### src/rtl/shiftdist_pipe.sv
// ---------------------------------------------------------------------------
// shiftdist_pipe
//
// Two-stage pipelined shift-distance unit for the rounder datapath.
//
// Each operation produces the significand shift distance in one of two ways:
//   * normal path : the zero-extended leading-zero count (left shift).
//   * denorm path : er + emax(fmt). This path is taken when the result is tiny
//                   and the underflow trap is off. Right shifts longer than
//                   SATR are clamped to -SATR and flagged on sat.
//
// Stage 1 registers the operands. Stage 2 registers the result, and the
// outputs are taken straight from stage 2. Both stages use valid/ready
// handshakes and advance when the stage after them is free or being drained.
//
// Ports
//   clk        rising-edge clock
//   rst        asynchronous active-high reset
//   in_valid   input operation present
//   in_ready   unit accepts the input this cycle
//   er[EW]     rounded-path exponent, two's complement
//   lz[LZW]    leading-zero count, unsigned
//   fmt[2]     00 single, 01 double, 10 half, 11 treated as double
//   tiny       result is tiny
//   unfen      underflow trap enabled
//   out_valid  result present
//   out_ready  downstream accepts the result
//   sh[EW]     shift distance, two's complement (negative = right shift)
//   sat        the denormalisation shift was clamped
//   denorm     the denormalisation path was selected
// ---------------------------------------------------------------------------
module shiftdist_pipe #(
    parameter int EW   = 13,
    parameter int LZW  = 6,
    parameter int SATR = 64
) (
    input  logic          clk,
    input  logic          rst,
    input  logic          in_valid,
    output logic          in_ready,
    input  logic [EW-1:0] er,
    input  logic [LZW-1:0] lz,
    input  logic [1:0]    fmt,
    input  logic          tiny,
    input  logic          unfen,
    output logic          out_valid,
    input  logic          out_ready,
    output logic [EW-1:0] sh,
    output logic          sat,
    output logic          denorm
);

    // -SATR as an EW-bit two's-complement constant
    localparam logic [EW-1:0] SATR_V     = EW'(SATR);
    localparam logic [EW-1:0] NEG_SATR_V = ~SATR_V + EW'(1);

    // Stage 1 registers
    logic           s1_valid_q;
    logic [EW-1:0]  s1_er_q;
    logic [LZW-1:0] s1_lz_q;
    logic [1:0]     s1_fmt_q;
    logic           s1_path_q;

    // Stage 2 registers
    logic           s2_valid_q;
    logic [EW-1:0]  sh_q;
    logic           sat_q;
    logic           denorm_q;

    // Next-state values computed from stage 1
    logic [EW-1:0]  emax;
    logic [EW-1:0]  sum;
    logic [EW-1:0]  sh_d;
    logic           sat_d;
    logic           denorm_d;

    logic           s1_en;
    logic           s2_en;

    // Handshake: a stage loads when it is empty or its content moves on.
    // in_ready is combinational from out_ready on purpose.
    assign s2_en    = ~s2_valid_q | out_ready;
    assign s1_en    = ~s1_valid_q | s2_en;
    assign in_ready = s1_en;

    always_comb begin
        emax = EW'(1023);
        case (s1_fmt_q)
            2'b00:   emax = EW'(127);
            2'b10:   emax = EW'(15);
            default: emax = EW'(1023);
        endcase
    end

    // Wraps modulo 2^EW; the carry-out is deliberately discarded
    assign sum = s1_er_q + emax;

    always_comb begin
        sh_d     = {{(EW-LZW){1'b0}}, s1_lz_q};
        sat_d    = 1'b0;
        denorm_d = 1'b0;
        if (s1_path_q) begin
            denorm_d = 1'b1;
            if ($signed(sum) < $signed(NEG_SATR_V)) begin
                sh_d  = NEG_SATR_V;
                sat_d = 1'b1;
            end else begin
                sh_d  = sum;
            end
        end
    end

    always_ff @(posedge clk or posedge rst) begin
        if (rst) begin
            s1_valid_q <= 1'b0;
            s1_er_q    <= '0;
            s1_lz_q    <= '0;
            s1_fmt_q   <= '0;
            s1_path_q  <= 1'b0;
        end else if (s1_en) begin
            s1_valid_q <= in_valid;
            if (in_valid) begin
                s1_er_q   <= er;
                s1_lz_q   <= lz;
                s1_fmt_q  <= fmt;
                s1_path_q <= tiny & ~unfen;
            end
        end
    end

    always_ff @(posedge clk or posedge rst) begin
        if (rst) begin
            s2_valid_q <= 1'b0;
            sh_q       <= '0;
            sat_q      <= 1'b0;
            denorm_q   <= 1'b0;
        end else if (s2_en) begin
            s2_valid_q <= s1_valid_q;
            // A bubble leaves the last result's data in place
            if (s1_valid_q) begin
                sh_q     <= sh_d;
                sat_q    <= sat_d;
                denorm_q <= denorm_d;
            end
        end
    end

    assign out_valid = s2_valid_q;
    assign sh        = sh_q;
    assign sat       = sat_q;
    assign denorm    = denorm_q;

endmodule

### config.mk
export PLATFORM = sky130hd
export DESIGN_NAME = shiftdist_pipe
export DESIGN_NICKNAME = d
export VERILOG_FILES = /design/src/rtl/shiftdist_pipe.sv
export SDC_FILE = /design/constraint.sdc
export NUM_CORES = 1
export LEC_CHECK = 0
export ABC_AREA = 1
export CAP_MARGIN = 30
export CORE_ASPECT_RATIO = 1.1
export CORE_MARGIN = 3
export CORE_UTILIZATION = 55
export CTS_CLUSTER_SIZE = 24
export DETAILED_ROUTE_END_ITERATION = 10
export PLACE_DENSITY = 0.95
export REMOVE_ABC_BUFFERS = 1
export SYNTH_ARGS = -nofsm -noshare
export SYNTH_HDL_FRONTEND = slang
export SYNTH_SLANG_ARGS = --single-unit
export TNS_END_PERCENT = 20
### constraint.sdc
create_clock -name clk -period 4.55 [get_ports clk]
set_input_delay 1.1375 -clock clk [delete_from_list [all_inputs] [get_ports clk]]
set_output_delay 1.1375 -clock clk [all_outputs]
set_load 0.01 [all_outputs]
==> results.rst <==
.. list-table::
   :header-rows: 1

   * - Metric
     - Value
   * - Status
     - completed
   * - N_diodes
     - 0
   * - Detailed placement HPWL
     - 3.52 mm
   * - Switching Share
     - 0.371
   * - Actual transition at the worst max-transition pin
     - 0.873 ns
   * - Number of different library cells in the post-synthesis netlist
     - 21
   * - Worst setup skew after layout
     - 0.00823 ns
   * - Ratio of cells with drive above 1 in the final layout
     - 0.0674
   * - Area post-placement
     - 2610 sq um
   * - Drt total wl
     - 4.87 mm
   * - Total number of clock tree sinks
     - 39
   * - Maximum number of pins on one net before global-route repair
     - 40
   * - Switching Power
     - 0.000426 W
   * - Overall routing resource usage
     - 0.233
   * - Fmax
     - 290 MHz
   * - Clock tree from TritonCTS
     - done
   * - DRT iter0 DRCs
     - 138
   * - GRT Residual Overflow
     - 0
   * - Overall die area
     - 4670 sq um
   * - Crit-path max FO
     - 3
   * - Buffers added on ports
     - 43
   * - Number of max-slew violations in the final report
     - 0
   * - Number of rows in the core area
     - 23
   * - Hold Worst Slack
     - 0.489 ns
   * - Number of CTS-inserted buffers
     - 5
   * - Worst slew margin relative to its limit
     - 0.417
   * - Pwr dens
     - 426 nW/um^2
   * - Leading cell type in the layout, fill and taps excluded
     - nand2_1
   * - Internal power summed over all cells
     - 0.000721 W
   * - Number of hold-repair buffers added at the cts stage
     - 0
   * - Max-cap violations
     - 0
   * - Clock transition time at the flip-flop clock pins of the worst setup and hold paths
     - 0.08 ns
   * - Remaining antenna violation count after routing
     - 0
   * - Worst supply voltage drop on vdd
     - 325 uV
   * - Unrepaired setup endpoints after global routing
     - false
   * - Root Driver
     - clkbuf_8
   * - Mean instance size in the synthesized netlist
     - 7.24 sq um
   * - Period utilization
     - 0.757
   * - Clk network pwr share
     - 0.200
   * - # nets final
     - 374
   * - Commonest cells after routing, fill and taps aside
     - nand2_1, clkdlybuf4s50_1, dfrtp_1
   * - Static Leak
     - 1.40 nW
   * - Ports
     - 44
   * - Vias in the first global route
     - 2045
   * - Arrival time reported for the critical path endpoint
     - 2.31 ns
   * - Flip-flop and latch count after synthesis
     - 39
   * - Worst min-delay path category
     - reg2reg
   * - Number of buffers inserted by post-CTS setup repair
     - 0
   * - Number of vias in the routed layout
     - 2081
   * - Kind of critical path
     - in2out
   * - Element type at the critical path end
     - output pin
   * - Initial antenna violation count
     - 0
   * - Number of vias per cell after detailed routing
     - 5.32
   * - Setup violators final
     - 0
   * - Number of resized instances in the post-cts repair step
     - 0
   * - Finished Cell Area
     - 2690 sq um
   * - Kind of start point of the critical path
     - input port
   * - Sequential Power Share
     - 0.405
   * - Post-Synthesis Cell Area
     - 2140 sq um
   * - Max clock buf depth
     - 2
   * - Die X
     - 65.4 um
   * - Required time of the worst setup path
     - 3.41 ns
   * - P&R area growth vs syn
     - 26.1%
   * - Clock network latency to the later pin of the worst-skew pair
     - 0.30 ns
   * - Number of warning messages in the yosys log
     - 0
   * - Wire length per cell after detailed routing
     - 12.5 um
   * - Sequential cell area fraction in the yosys report
     - 0.457
   * - Y dimension of the die
     - 71.4 um
   * - Combinational Power Share
     - 0.394
   * - Final setup TNS
     - 0 ns
   * - Crit path time final
     - 3.44 ns
   * - Starting utilization of the core area
     - 0.580
   * - DRC viols
     - 0
   * - Weighted congestion reported at the end of routability-driven placement
     - 0.853
   * - Utilization of the core after routing
     - 0.731
   * - Cells after Synth
     - 295
   * - Area of the placeable core
     - 3680 sq um
   * - Endpoints failing hold
     - 0
   * - Wire length of the first global-routing pass
     - 8.51 mm
   * - Number of search-and-repair iterations in the first detailed-routing pass
     - 6
   * - Clock H-tree levels
     - 2
==> state kept, by name (all words and copies together), names as in the netlist <==
name / count
denorm: 1
out_valid: 1
s1_er_q: 13
s1_fmt_q: 2
s1_lz_q: 6
s1_path_q: 1
s1_valid_q: 1
sat: 1
sh: 13
==> final cells by class <==
cell class	instances	area, sq um
multi-input combinational	218	1010
fill	306	990
sequential	39	976
tap	50	62.6
inverter	32	120
clock buffer	6	72.6
timing repair buffer	44	438
clock inverter	2	12.5
==> power by group through the flow <==
stage	Combinational, W	Clock, W	Sequential (W)
6_report	0.000453	0.000230	0.000465
5_1_grt	0.000511	0.000248	0.000473
4_1_cts	0.000453	0.000232	0.000464
3_5_place_dp	0.000447	0	0.000469
3_3_place_gp	0.000431	0	0.000467
2_1_floorplan	0.000258	0	0.000481
==> logic make-up after synthesis <==
| logic type | share of synthesized area |
|---|---|
| AO/OA/AOI/OAI | 0.0738 |
| adder cells (fa/ha/maj) | 0.0410 |
| buffers and inverters | 0.0697 |
| flip-flops | 0.457 |
| AND/OR/NAND/NOR | 0.359 |
==> metrics by stage <==
stage,worst slack [ns],instances,total power [W]
2_1_floorplan,1.99,289,0.000739
3_3_place_gp,1.14,383,0.000897
3_5_place_dp,1.13,383,0.000916
4_1_cts,1.10,391,0.00115
5_1_grt,1.05,391,0.00123
6_report,1.11,391,0.00115
==> per-layer routing <==
layer  up-vias  routed length (um)  track usage  share of wire
li1       1022                   -            -              -
met1       986                1960        0.263           0.40
met2        62                2560        0.409           0.52
met5         -                   0            0              0
met3        11                 248       0.0658          0.051
met4         0                 107       0.0968          0.022
==> path summary, 6_finish.rpt <==
kind                        startpoint    endpoint  slack (ns)  cells past startpoint
max in group asynchronous          rst  s1_er_q[0]        2.97                      3
setup reg to reg           s1_fmt_q[0]       sh[2]        1.44                     19
min in group asynchronous          rst       sh[8]        1.25                      3
hold reg to reg                    sat         sat        0.49                      2
setup / recovery             out_ready    in_ready        1.11                      4
hold / removal                     sat         sat        0.49                      2
==> worst max-delay path, stage by stage <==
cell and delay (ns):
clkdlybuf4s50_1 0.45, inv_1 0.05, nand3_1 0.12, clkdlybuf4s50_1 0.55
==> synthesized netlist by cell type <==
| cell | instances | area share |
|---|---|---|
| nand2_1 | 125 | 0.22 |
| ha_1 | 7 | 0.041 |
| inv_2 | 4 | 0.0070 |
| or2_1 | 1 | 0.0029 |
| dfrtp_1 | 39 | 0.46 |
| buf_1 | 1 | 0.0018 |
| buf_2 | 5 | 0.012 |
| nor2_2 | 2 | 0.0059 |
| nand4_1 | 2 | 0.0059 |
| nand3_1 | 25 | 0.059 |
| o21ai_0 | 14 | 0.033 |
| nand3b_1 | 2 | 0.0070 |
| nor2_4 | 2 | 0.011 |
| a21oi_1 | 13 | 0.030 |
| inv_1 | 27 | 0.047 |
| nand2_2 | 5 | 0.015 |
| a22oi_1 | 1 | 0.0035 |
| nor2_1 | 14 | 0.025 |
| o21ai_1 | 3 | 0.0070 |
| clkinv_1 | 1 | 0.0018 |
| nand3_2 | 2 | 0.0094 |
Power figures use the tool's default switching activity.
